### src/rtl/instr_queue.sv
// Instruction queue: decoupling FIFO between the fetch unit and decode.
// Strict program order, no bypass, synchronous flush clears all entries.
module instr_queue #(
    parameter int unsigned DEPTH = 4,
    parameter int unsigned ILEN  = 32
) (
    input  logic                       clk_i,
    input  logic                       rst_n_i,
    input  logic                       flush_i,
    input  logic                       fetch_valid_i,
    output logic                       fetch_ready_o,
    input  logic [ILEN-1:0]            instruction_i,
    output logic                       issue_valid_o,
    input  logic                       issue_ready_i,
    output logic [ILEN-1:0]            instruction_o,
    output logic [$clog2(DEPTH):0]     count_o
);

    localparam int unsigned AW = $clog2(DEPTH);
    localparam int unsigned CW = AW + 1;

    logic [ILEN-1:0] mem_q [DEPTH];
    logic [AW-1:0]   rd_q;
    logic [AW-1:0]   wr_q;
    logic [CW-1:0]   cnt_q;
    logic            push;
    logic            pop;

    // Ready depends on state only, so a full queue refuses a push even while popping.
    assign fetch_ready_o = (cnt_q != CW'(DEPTH));
    assign issue_valid_o = (cnt_q != '0);
    assign instruction_o = mem_q[rd_q];
    assign count_o       = cnt_q;

    assign push = fetch_valid_i & fetch_ready_o;
    assign pop  = issue_valid_o & issue_ready_i;

    always_ff @(posedge clk_i or negedge rst_n_i) begin
        if (!rst_n_i) begin
            rd_q  <= '0;
            wr_q  <= '0;
            cnt_q <= '0;
            for (int i = 0; i < int'(DEPTH); i++) begin
                mem_q[i] <= '0;
            end
        end else if (flush_i) begin
            rd_q  <= '0;
            wr_q  <= '0;
            cnt_q <= '0;
        end else begin
            if (push) begin
                mem_q[wr_q] <= instruction_i;
                wr_q        <= wr_q + AW'(1);
            end
            if (pop) begin
                rd_q <= rd_q + AW'(1);
            end
            case ({push, pop})
                2'b10:   cnt_q <= cnt_q + CW'(1);
                2'b01:   cnt_q <= cnt_q - CW'(1);
                default: cnt_q <= cnt_q;
            endcase
        end
    end

    a_cnt_bound : assert property (@(posedge clk_i) disable iff (!rst_n_i)
        cnt_q <= CW'(DEPTH));
    a_ptr_rel : assert property (@(posedge clk_i) disable iff (!rst_n_i)
        wr_q == AW'(rd_q + cnt_q[AW-1:0]));
    a_no_push_full : assert property (@(posedge clk_i) disable iff (!rst_n_i)
        !(push && cnt_q == CW'(DEPTH)));
    a_no_pop_empty : assert property (@(posedge clk_i) disable iff (!rst_n_i)
        !(pop && cnt_q == '0));

endmodule

### config.mk
export PLATFORM = sky130hd
export DESIGN_NAME = instr_queue
export DESIGN_NICKNAME = d
export VERILOG_FILES = /design/src/rtl/instr_queue.sv
export SDC_FILE = /design/constraint.sdc
export NUM_CORES = 1
export LEC_CHECK = 0
export CORE_ASPECT_RATIO = 0.5
export CORE_MARGIN = 8
export CORE_UTILIZATION = 40
export DETAILED_ROUTE_END_ITERATION = 6
export GPL_TIMING_DRIVEN = 0
export PLACE_DENSITY = 0.6
export SLEW_MARGIN = 0
export SYNTH_ARGS = -nofsm -noshare
export SYNTH_HDL_FRONTEND = slang
export SYNTH_SLANG_ARGS = --single-unit
### constraint.sdc
create_clock -name clk_i -period 2.5 [get_ports clk_i]
set_input_delay 0.375 -clock clk_i [delete_from_list [all_inputs] [get_ports clk_i]]
set_output_delay 0.375 -clock clk_i [all_outputs]
set_load 0.1 [all_outputs]
* Word-level counts from Yosys, hierarchy flattened
Cells that the tools add are included.
** Storage, ports and cells
- Bits in registers :: 135
- Input bits :: 37
- Logic and storage cells :: 40
** Cells by class
- Reduce and logical (&&, ||, !) cells :: 6
- Bitwise gates (word level) :: 5
- Order comparisons :: 3
- Equality and inequality tests :: 3
- Muxes and demuxes :: 12
- $add $sub $neg :: 4
** Operators by type and width (count)
- $bwmux W128 :: 1
- $mux W32 :: 3
- $bmux W32 S2 :: 1
- $demux W32 S2 :: 1
- $mux W2 :: 4
- $ge A3 B3 Y1 const B :: 2
- $not A2 Y3 :: 2
- $pmux W3 S2 :: 1
- $reduce_bool A3 Y1 :: 2
- $add A2 B1 Y2 const B :: 2
- $reduce_bool A2 Y1 :: 2
- $add A3 B1 Y3 const B :: 1
- $lt A3 B1 Y1 const B :: 1
- $mux W3 :: 1
- $ne A3 B3 Y1 const B :: 1
- $sub A3 B1 Y3 const B :: 1
- $and A1 B1 Y1 :: 2
- $eq A2 B1 Y1 const B :: 1
- $eq A2 B2 Y1 const B :: 1
- $reduce_and A2 Y1 :: 1
- $logic_and A1 B1 Y1 :: 1
- $not A1 Y1 :: 1

* Depth between registers and ports, before layout
Gate-level depths: netlist of the first run.
- Depth after elaboration :: 6
- Depth in mapped cells :: 7

* Worst setup path before layout of the first run
OpenSTA, ideal clock, no wires.
- Path kind :: register to register
- Start point :: register cnt_q[0], in the netlist count_o[0]
- End point :: register cnt_q[1], in the netlist count_o[1]
- Slack :: -386 ps
- Clock period less this slack :: 2886 ps
- Arrival :: 2798 ps
- Required time :: 2413 ps
- Buffers on the path :: 0
- Setup time :: 87 ps
- Cell stages (with the launch flop) :: 6
- Path through :: dfrtp_1 -> or3_2 -> and3_1 -> fa_1 -> a41oi_1 -> nor3_1
** Between the ends
- Longest elaborated chain between the ends :: 5
- Elaborated cells on any way between the ends :: 11
- Classes of those cells :: add/sub: 2; eq/ne: 3; mux: 2; bitwise: 2; reduce/logical: 2
** Ends and longest elaborated chain
- from (decl) :: RTL line 25 : logic [CW-1:0] cnt_q;
- from (signal assigned) :: RTL line 59 : 2'b10: cnt_q <= cnt_q + CW'(1);
- from (signal assigned) :: RTL line 60 : 2'b01: cnt_q <= cnt_q - CW'(1);
- from (signal assigned) :: RTL line 61 : default: cnt_q <= cnt_q;
- $reduce_bool A3 Y1 (*) :: RTL line 31 : assign issue_valid_o = (cnt_q != '0);
- via issue_valid_o :: RTL line 13 : output logic issue_valid_o,
- $and A1 B1 Y1 (*) :: RTL line 36 : assign pop = issue_valid_o & issue_ready_i;
- $eq A2 B1 Y1 or $eq A2 B2 Y1 (tied branches) :: RTL line 58 : case ({push, pop})
- $pmux W3 S2 :: RTL line 58
- $mux W3 :: RTL line 46 : end else if (flush_i) begin
The timed path passes the listed nets; every way through them passes the cells marked *.
A chain may end at the register's enable or synchronous reset.

* Worst setup path in the final report of the first run
- Start point :: register rd_q[1]
- End point :: output port instruction_o[12]
** Between the ends
- Longest elaborated chain between the ends :: 4
** Ends and longest elaborated chain
- from (decl) :: RTL line 23 : logic [AW-1:0] rd_q;
- from (signal assigned) :: RTL line 56 : rd_q <= rd_q + AW'(1);
- $not A2 Y3 (implied by the code) :: RTL line 32 : assign instruction_o = mem_q[rd_q];
- $bmux W32 S2 :: RTL line 32
- $mux W32 (implied by the code) (2 in series) :: RTL line 32
- to (decl) :: RTL line 15 : output logic [ILEN-1:0] instruction_o,
No other way between the ends. The select of a mux whose other input is x is not followed.

==> results of run 1 <==
[per-stage QoR]
step	setup slack (ns)	hold WS, ns
after global routing	-0.00203	0.167
after CTS	-0.188	0.156
final	0.0763	0.177
after detailed placement	-0.735	0.439
after global placement	-5.09	0.481
after floorplan	0.156	0.0794
[registers in the layout, summed over array words and instances, names as in the netlist]
signal   count
count_o      3
wr_q         2
rd_q         2
mem_q      128
[layer usage]
metal / track usage [%] / up-vias / wire length, microns
li1: - / 1546 / -
met1: 18.7 / 1857 / 6890
met2: 20.7 / 41 / 6220
met3: 3.03 / 5 / 330
met4: 4.26 / 0 / 95
met5: 0 / - / 0
[layout make-up]
type                       instances  area share (%)
buffer                            22            3.88
clock buffer                      19            5.34
clock inverter                    13            2.07
inverter                           2          0.0905
multi-input combinational        211            36.4
sequential                       135            40.8
tap                              227            3.42
timing repair buffer              74            8.06
[timing repair]
item,CTS,global route
hold buffers,1,0
endpoints found under the setup margin,34,28
pin swaps,0,0
resized for setup,173,19
endpoints found under the hold margin,9,0
[cells in the mapped netlist, types with 2 or more instances]
cell type    n
a21oi_1      2
buf_12      12
buf_2        3
clkbuf_1     7
dfrtp_1    135
ha_1         4
inv_1        2
mux2_2       8
mux2_4     120
mux4_2      32
nand2_1      6
nand2_8      4
nand3_1      5
nor2_1       8
o21ai_0      3
xnor2_1      2
xor2_1       2
[report_power, final]
group          internal, uW  switching, uW  total (uW)  leakage [uW]
combinational          1830           2620        4450       0.00199
clock                  1610           1010        2610      0.000283
sequential             2990            458        3440       0.00169
[worst max-delay path: cells and delay by family (launching register included)]
kind                   cells  cell delay [ns]
buffers and inverters      3             0.96
DFF                        1             0.32
muxes                      1             0.35
[cell families after synthesis]
family,Yosys count,synth area share (%)
adders and majority gates,5,1.05
DFF,135,50.5
buffers and inverters,25,4.52
muxes,160,39.0
xor gates and xnor gates,4,0.524
and+or+nand+nor,32,3.44
AOI/OAI and AO/OA,10,0.954
[how the worst max path moves through the flow]
stage | from | to | cells past startpoint
2_1_floorplan | count_o[1]$_DFFE_PN0P_ | count_o[1]$_DFFE_PN0P_ | 5
6_report | rd_q[1]$_DFFE_PN0P_ | instruction_o[12] | 4
3_5_place_dp | rd_q[1]$_DFFE_PN0P_ | instruction_o[27] | 4
4_1_cts | rd_q[0]$_DFFE_PN0P_ | instruction_o[25] | 3
5_1_grt | rd_q[1]$_DFFE_PN0P_ | instruction_o[12] | 4
3_3_place_gp | rst_n_i | count_o[0]$_DFFE_PN0P_ | 1
==> results.sh, run 1 <==
export IMPL_clock_path_buffers=2
export IMPL_wl_per_cell_microns=19.3
export IMPL_yosys_area_top_type="dfrtp_1"
export IMPL_diodes=0
export IMPL_drv_cap=0
export IMPL_cp_common_cell="clkbuf_4"
export IMPL_grt_max_degree=72
export IMPL_core_area_sq_um=16400
export IMPL_final_util_pct=50.6
export IMPL_fmax_mhz=413
export IMPL_via_count=3449
export IMPL_drt_first_pass_iters=4
export IMPL_grt_pass1_wl_microns=22400
export IMPL_synth_edf_count=0
export IMPL_cts_root_buf="clkbuf_16"
export IMPL_cp_end_kind="primary output"
export IMPL_worstPathArrival_ns=2.05
export IMPL_reg2reg_slack_ns=0.49
export IMPL_yosys_warnings=0
export IMPL_pwr_density_cell_nw_per_um2=1270
export IMPL_path_clk_slew_ns=0.06
export IMPL_ff2ff_path_depth=6
export IMPL_holdPathStages=2
export IMPL_ioPinCount=74
export IMPL_ir_drop_v=0.000586
export IMPL_min_from="flush_i"
export IMPL_rr_endpoint="count_o[2]$_DFFE_PN0P_"
export IMPL_stdcell_count=703
export IMPL_worstSetupStartpointType="register"
export IMPL_clk_latency_ns=0.41
export IMPL_ys_seq_area_share_pct=50.5
export IMPL_finalSetupViolCount=0
export IMPL_multi_input_area_sq_um=3020
export IMPL_drtAntennaViolNets=0
export IMPL_layout_common_cells="131 x dfrtp_1, 120 x mux2_4, 36 x clkdlybuf4s50_1"
export IMPL_dieArea_sq_um=21400
export IMPL_worst_pin_slew_ns=0.970
export IMPL_status="completed"
export IMPL_slew_violations=0
export IMPL_fill_cells=1373
export IMPL_dpl_hpwl_microns=8590
export IMPL_regArea_sq_um=3380
export IMPL_synth_nets=413
export IMPL_nNetsFinal=505
export IMPL_synth_area_leaders="dfrtp_1 50%, mux2_4 27%, mux4_2 11%"
export IMPL_cts_tree="yes"
export IMPL_syn_area_per_cell_sq_um=18.0
export IMPL_holdPathEnd="count_o[2]$_DFFE_PN0P_"
export IMPL_clock_sinks=135
export IMPL_start_util_pct=40.8
export IMPL_post_route_min_period_ns=2.42
export IMPL_rsz0062_at_grt="true"
export IMPL_slew_headroom_pct=35.1
export IMPL_r2r_start="count_o[1]$_DFFE_PN0P_"
export IMPL_finalWirelength_microns=13500
export IMPL_die_w_microns=199
export IMPL_die_height_microns=107
export IMPL_cp_slowest_cell="clkbuf_4"
export IMPL_final_area_sq_um=8290
export IMPL_setup_tns_ns=0
export IMPL_critPathMaxFanout=10
export IMPL_async_flop_share_pct=100
export IMPL_clock_skew_ns=0.00937
export IMPL_min_period_over_period_pct=96.9
export IMPL_critPathMaxStageDelay_ns=0.35
export IMPL_gr_total_overflow=0
export IMPL_synth_cell_type_count=33
export IMPL_globalplace_congestion=0.698
export IMPL_drc_errors=0
export IMPL_cts_inserted_buffers=17
export IMPL_avgViaCountPerCell=4.91
export IMPL_fin_total_pwr_uw=10500
export IMPL_mostFrequentLayoutCell="dfrtp_1"
export IMPL_hp_class="input port to register"
export IMPL_crit_type="register to primary output"
export IMPL_place_area_sq_um=7730
export IMPL_synth_seq_cells=135
export IMPL_synthFlopType="dfrtp_1"
export IMPL_cts_setup_buffers=0
export IMPL_row_count=33
export IMPL_path_cells="clkbuf_1 > clkbuf_4 > mux4_2 > clkbuf_4"
export IMPL_synthesis_area_sq_um=6690
export IMPL_dpl_cell_count=671
export IMPL_first_iter_violations=124
export IMPL_report_final_hold_viol_count=0
export IMPL_port_buffer_count=72
export IMPL_track_usage_pct=13.5
export IMPL_ctsHtreeMaxLevel=4
export IMPL_drive_gt1_share_pct=54.0
export IMPL_area_delta_synth_final_pct=23.9
export IMPL_cp_required_ns=2.12
export IMPL_synthDominantCellAreaShare_pct=50.5
export IMPL_syn_inst=371
export IMPL_p_leak_uw=0.00396
export IMPL_grt_pass1_vias=3939
export IMPL_antenna_found_initial=0
No activity file was read; power rests on OpenSTA's default activity.
==> inputs of run 2 (changes only) <==
--- a/config.mk
+++ b/config.mk
@@ -9,6 +9,7 @@
 export CORE_MARGIN = 8
 export CORE_UTILIZATION = 40
 export DETAILED_ROUTE_END_ITERATION = 6
+export GPL_ROUTABILITY_DRIVEN = 0
 export GPL_TIMING_DRIVEN = 0
 export PLACE_DENSITY = 0.6
 export SLEW_MARGIN = 0
==> constraint.sdc (replaced) <==
create_clock -name clk_i -period 2.3 [get_ports clk_i]
set_input_delay 0.345 -clock clk_i [delete_from_list [all_inputs] [get_ports clk_i]]
set_output_delay 0.345 -clock clk_i [all_outputs]
set_load 0.1 [all_outputs]
==> results.sh, run 2 (same netlist as run 1, synthesis figures left out) <==
export IMPL_status="complete, but fails checks"
export IMPL_violations="negative hold slack"
export IMPL_clk_latency_ns=0.41
export IMPL_hp_class="input port to asynchronous set/reset pin"
export IMPL_clock_sinks=135
export IMPL_critPathMaxFanout=10
export IMPL_mostFrequentLayoutCell="dfrtp_1"
export IMPL_worstSetupStartpoint="rd_q[0]$_DFFE_PN0P_"
export IMPL_finalSetupViolCount=0
export IMPL_fill_cells=1385
export IMPL_drtAntennaViolNets=0
export IMPL_reg2reg_slack_ns=0.27
export IMPL_drv_cap=0
export IMPL_cp_required_ns=1.96
export IMPL_timing_hold_ws_ns=-0.0138
export IMPL_diodes=0
export IMPL_clock_path_buffers=2
export IMPL_fin_total_pwr_uw=11400
export IMPL_worstSetupStartpointType="register"
export IMPL_ff2ff_path_depth=6
export IMPL_r2r_start="count_o[0]$_DFFE_PN0P_"
export IMPL_final_util_pct=50.7
export IMPL_ioPinCount=74
export IMPL_slew_violations=0
export IMPL_report_final_hold_viol_count=2
export IMPL_p_leak_uw=0.00398
export IMPL_gr_total_overflow=0
export IMPL_setup_tns_ns=0
export IMPL_avgViaCountPerCell=4.93
export IMPL_crit_end="instruction_o[25]"
export IMPL_grt_max_degree=85
export IMPL_layout_common_cells="131 x dfrtp_1, 120 x mux2_4, 34 x clkdlybuf4s50_1"
export IMPL_path_clk_slew_ns=0.06
export IMPL_fin_ws_ns=0.0745
export IMPL_first_iter_violations=125
export IMPL_port_buffer_count=72
export IMPL_area_delta_synth_final_pct=24.3
export IMPL_pwr_density_cell_nw_per_um2=1370
export IMPL_core_area_sq_um=16400
export IMPL_cts_inserted_buffers=17
export IMPL_cts_tree="yes"
export IMPL_ctsHtreeMaxLevel=4
export IMPL_post_route_min_period_ns=2.23
export IMPL_clock_skew_ns=0.00701
export IMPL_rr_endpoint="count_o[2]$_DFFE_PN0P_"
export IMPL_regArea_sq_um=3390
export IMPL_multi_input_area_sq_um=3020
export IMPL_nNetsFinal=505
export IMPL_wl_per_cell_microns=19.1
export IMPL_crit_type="register to primary output"
export IMPL_row_count=33
export IMPL_worst_pin_slew_ns=0.960
export IMPL_fmax_mhz=449
export IMPL_min_period_over_period_pct=96.8
export IMPL_ir_drop_v=0.000894
export IMPL_worstPathArrival_ns=1.88
export IMPL_start_util_pct=40.8
export IMPL_track_usage_pct=13.6
export IMPL_drt_first_pass_iters=4
export IMPL_antenna_found_initial=0
export IMPL_grt_pass1_wl_microns=22500
export IMPL_finalWirelength_microns=13400
export IMPL_cp_end_kind="primary output"
export IMPL_dpl_worst_slack_ns=-0.865
export IMPL_drc_errors=0
export IMPL_rsz0062_at_grt="false"
export IMPL_grt_pass1_vias=3958
export IMPL_regMostFlops="mem_q"
export IMPL_dpl_hpwl_microns=8490
export IMPL_die_w_microns=199
export IMPL_drive_gt1_share_pct=54.7
export IMPL_slew_headroom_pct=36.2
export IMPL_cts_root_buf="clkbuf_16"
export IMPL_dieArea_sq_um=21400
export IMPL_largest_reg_flops=128
export IMPL_die_height_microns=107
export IMPL_via_count=3464
==> run 2: cell types whose count changed in the layout (fill, tap and decap cells not counted), moves of 3 or more <==
cell and delta:
buf_4 +9, clkinv_2 +5, clkinvlp_4 -3, buf_6 +7
clkbuf_4 -8, buf_8 +3, buf_2 -6, inv_6 -3
==> run 2: stage by stage <==
step	hold WS (ns)	instances	instance area [sq um]
floorplan	0.0494	371	6710
global placement	0.482	670	7710
detailed placement	0.475	671	7740
CTS	0.0355	702	8270
global route	0.0534	702	8320
finish	-0.0138	702	8320
==> run 2: cell type report <==
class                   instances  share of cell area (%)
flip-flops and latches        135                    40.7
multi-input cells             211                    36.3
repair buffers                 75                    8.58
clock buffers                  22                    5.70
plain buffers                  21                    3.96
well taps                     227                    3.42
clock inverters                 9                    1.20
inverters                       2                  0.0903
==> run 2: power by group <==
part           internal [uW]  switching, uW  leakage [uW]
logic                   2100           2880       0.00201
clock network           1670            998      0.000282
registers               3250            479       0.00169
==> run 2: worst min-delay path by stage <==
| stage | from | to | slack [ns] |
|---|---|---|---|
| finish | rst_n_i | mem_q[124]$_DFFE_PN0P_ | -0.01 |
| CTS | rst_n_i | mem_q[59]$_DFFE_PN0P_ | 0.04 |
| detailed placement | rst_n_i | mem_q[123]$_DFFE_PN0P_ | 0.48 |
| global route | rst_n_i | mem_q[124]$_DFFE_PN0P_ | 0.05 |
| floorplan | rst_n_i | count_o[1]$_DFFE_PN0P_ | 0.05 |
| global placement | mem_q[63]$_DFFE_PN0P_ | mem_q[63]$_DFFE_PN0P_ | 0.48 |
==> run 2: routing by layer <==
layer  part of all wire [%]  vias up  track usage (%)
met2                     45       44             19.8
met1                     51     1854             19.7
li1                       -     1556                -
met5                      0        -                0
met4                   0.65        0             3.31
met3                    3.6       10             3.74
==> run 2: repair_timing <==
item | 4_1_cts | 5_1_grt
setup endpoints to repair | 37 | 29
resized for setup | 198 | 32
buffers inserted | 2 | 0
hold buffers | 0 | 0
==> run 2: critical path, cell delays in order, from the launching register on <==
cell     delay [ns]
dfrtp_2        0.36
buf_4          0.16
buf_8          0.18
mux4_2         0.53
buf_4          0.25
==> inputs of run 3 (changes only) <==
--- a/config.mk
+++ b/config.mk
@@ -9,9 +9,11 @@
 export CORE_MARGIN = 8
 export CORE_UTILIZATION = 40
 export DETAILED_ROUTE_END_ITERATION = 6
+export DONT_BUFFER_PORTS = 1
 export GPL_ROUTABILITY_DRIVEN = 0
 export GPL_TIMING_DRIVEN = 0
-export PLACE_DENSITY = 0.6
+export HOLD_SLACK_MARGIN = 0.03
+export PLACE_DENSITY = 0.54
 export SLEW_MARGIN = 0
 export SYNTH_ARGS = -nofsm -noshare
 export SYNTH_HDL_FRONTEND = slang
==> results.sh, run 3 (same netlist as run 1, synthesis figures left out) <==
export IMPL_start_util_pct=40.8
export IMPL_cp_end_kind="register"
export IMPL_nNetsFinal=453
export IMPL_p_sw_uw=4460
export IMPL_finalWirelength_microns=15200
export IMPL_die_height_microns=107
export IMPL_ff2ff_path_depth=6
export IMPL_largest_reg_flops=128
export IMPL_ctsHtreeMaxLevel=4
export IMPL_cts_tree="yes"
export IMPL_hp_class="input port to asynchronous set/reset pin"
export IMPL_critPathMaxFanout=7
export IMPL_drv_cap=0
export IMPL_path_delay_family="simple AND/OR/NAND/NOR gates"
export IMPL_grt_pass1_wl_microns=23000
export IMPL_worst_pin_slew_ns=0.551
export IMPL_final_util_pct=49.4
export IMPL_fmax_mhz=407
export IMPL_place_area_sq_um=6990
export IMPL_fin_ws_ns=-0.155
export IMPL_path_cells="or3b_4 > and3b_4 > buf_12 > nand2_8 > clkbuf_16 > mux2_4"
export IMPL_ioPinCount=74
export IMPL_crit_type="register to register"
export IMPL_worstSetupStartpointType="register"
export IMPL_cts_inserted_buffers=17
export IMPL_drt_first_pass_iters=6
export IMPL_area_delta_synth_final_pct=20.9
export IMPL_p_leak_uw=0.00385
export IMPL_clock_skew_ns=0.00747
export IMPL_p_seq_share_pct=33.5
export IMPL_clkPwrFrac_pct=25.7
export IMPL_reg2reg_slack_ns=-0.15
export IMPL_clk_latency_ns=0.41
export IMPL_path_clk_slew_ns=0.06
export IMPL_dpl_hpwl_microns=9320
export IMPL_ir_drop_v=0.000613
export IMPL_worstPathArrival_ns=2.75
export IMPL_violations="negative hold slack, negative setup slack"
export IMPL_dieArea_sq_um=21400
export IMPL_antenna_found_initial=0
export IMPL_finalSetupViolCount=100
export IMPL_cp_slowest_cell="dfrtp_4"
export IMPL_rr_endpoint="mem_q[77]$_DFFE_PN0P_"
export IMPL_core_area_sq_um=16400
export IMPL_crit_end="mem_q[77]$_DFFE_PN0P_"
export IMPL_via_count=3393
export IMPL_fin_total_pwr_uw=11400
export IMPL_slew_violations=0
export IMPL_status="complete, but fails checks"
export IMPL_critPathMaxStageDelay_ns=0.64
export IMPL_stdcell_count=651
export IMPL_worstSetupStartpoint="count_o[1]$_DFFE_PN0P_"
export IMPL_combPwrFrac_pct=40.9
export IMPL_grt_max_degree=136
export IMPL_drc_errors=0
export IMPL_post_route_min_period_ns=2.45
export IMPL_gr_total_overflow=0
export IMPL_grt_pass1_vias=3870
export IMPL_swShare_pct=39.0
export IMPL_clock_path_buffers=2
export IMPL_first_iter_violations=122
export IMPL_avgViaCountPerCell=5.21
export IMPL_drive_gt1_share_pct=58.7
export IMPL_die_w_microns=199
export IMPL_power_internal_uw=6990
export IMPL_pwr_density_cell_nw_per_um2=1410
export IMPL_report_final_hold_viol_count=135
export IMPL_track_usage_pct=14.2
export IMPL_dpl_cell_count=598
export IMPL_cp_required_ns=2.59
export IMPL_port_buffer_count=0
export IMPL_path_buf_inv=2
export IMPL_wl_per_cell_microns=23.4
export IMPL_fill_cells=1377
export IMPL_slew_headroom_pct=63.4
export IMPL_min_period_over_period_pct=107
export IMPL_row_count=33
export IMPL_r2r_start="count_o[1]$_DFFE_PN0P_"
export IMPL_drtAntennaViolNets=0
export IMPL_final_area_sq_um=8090
export IMPL_cp_num_cells=6
export IMPL_timing_hold_ws_ns=-0.371
export IMPL_layout_common_cells="131 x dfrtp_1, 122 x mux2_4, 32 x mux4_2"
export IMPL_clock_sinks=135
export IMPL_regMostFlops="mem_q"
export IMPL_diodes=0
export IMPL_cts_root_buf="clkbuf_16"
export IMPL_rsz0062_at_grt="true"
export IMPL_mostFrequentLayoutCell="dfrtp_1"
==> run 3: repair_timing <==
item	4_1_cts	5_1_grt
buffers inserted	7	6
pin swaps	5	4
hold endpoints to repair	135	135
gates cloned	2	8
gates resized for setup	24	5
endpoints found under the setup margin	154	128
==> run 3: cell type report <==
cell class / count / area [sq um] / area share (%)
tap: 227 / 284 / 3.51
clock inverter: 11 / 171 / 2.12
clock buffer: 21 / 470 / 5.82
inverter: 2 / 7.51 / 0.0928
buffer: 21 / 350 / 4.33
multi-input combinational: 211 / 3040 / 37.6
timing repair buffer: 23 / 373 / 4.61
sequential: 135 / 3390 / 41.9
==> run 3: metrics by stage <==
step	hold slack, ns	setup WS, ns	TNS [ns]
floorplan	0.0494	0.000143	0
global placement	0.0556	-0.136	-13.48
detailed placement	0.0544	-0.170	-16.23
CTS	-0.393	-0.120	-8.83
global route	-0.391	-0.206	-14.76
finish	-0.371	-0.155	-11.70
==> run 3: power by group through the flow <==
stage | logic, uW | clock network (uW) | registers [uW]
floorplan | 4150 | 0 | 3650
global placement | 4390 | 0 | 3740
detailed placement | 4460 | 0 | 3840
CTS | 4610 | 3000 | 3820
global route | 4860 | 3130 | 3940
finish | 4680 | 2940 | 3830
==> run 3: how the worst min path moves through the flow <==
stage                 start                     end  slack, ns  depth (start not counted)
CTS                 rst_n_i  count_o[0]$_DFFE_PN0P_      -0.39                          0
floorplan           rst_n_i  count_o[1]$_DFFE_PN0P_       0.05                          0
global route        rst_n_i  count_o[1]$_DFFE_PN0P_      -0.39                          0
finish              rst_n_i  count_o[0]$_DFFE_PN0P_      -0.37                          0
global placement    rst_n_i  count_o[0]$_DFFE_PN0P_       0.06                          0
detailed placement  rst_n_i  count_o[0]$_DFFE_PN0P_       0.05                          0
==> run 3: layer usage <==
| layer | GRT usage (%) | wire length, microns | up-vias |
|---|---|---|---|
| met5 | 0 | 0 | - |
| met4 | 4.89 | 122 | 0 |
| met3 | 4.24 | 746 | 13 |
| met2 | 23.2 | 7390 | 76 |
| met1 | 18.0 | 6980 | 1850 |
| li1 | - | - | 1454 |
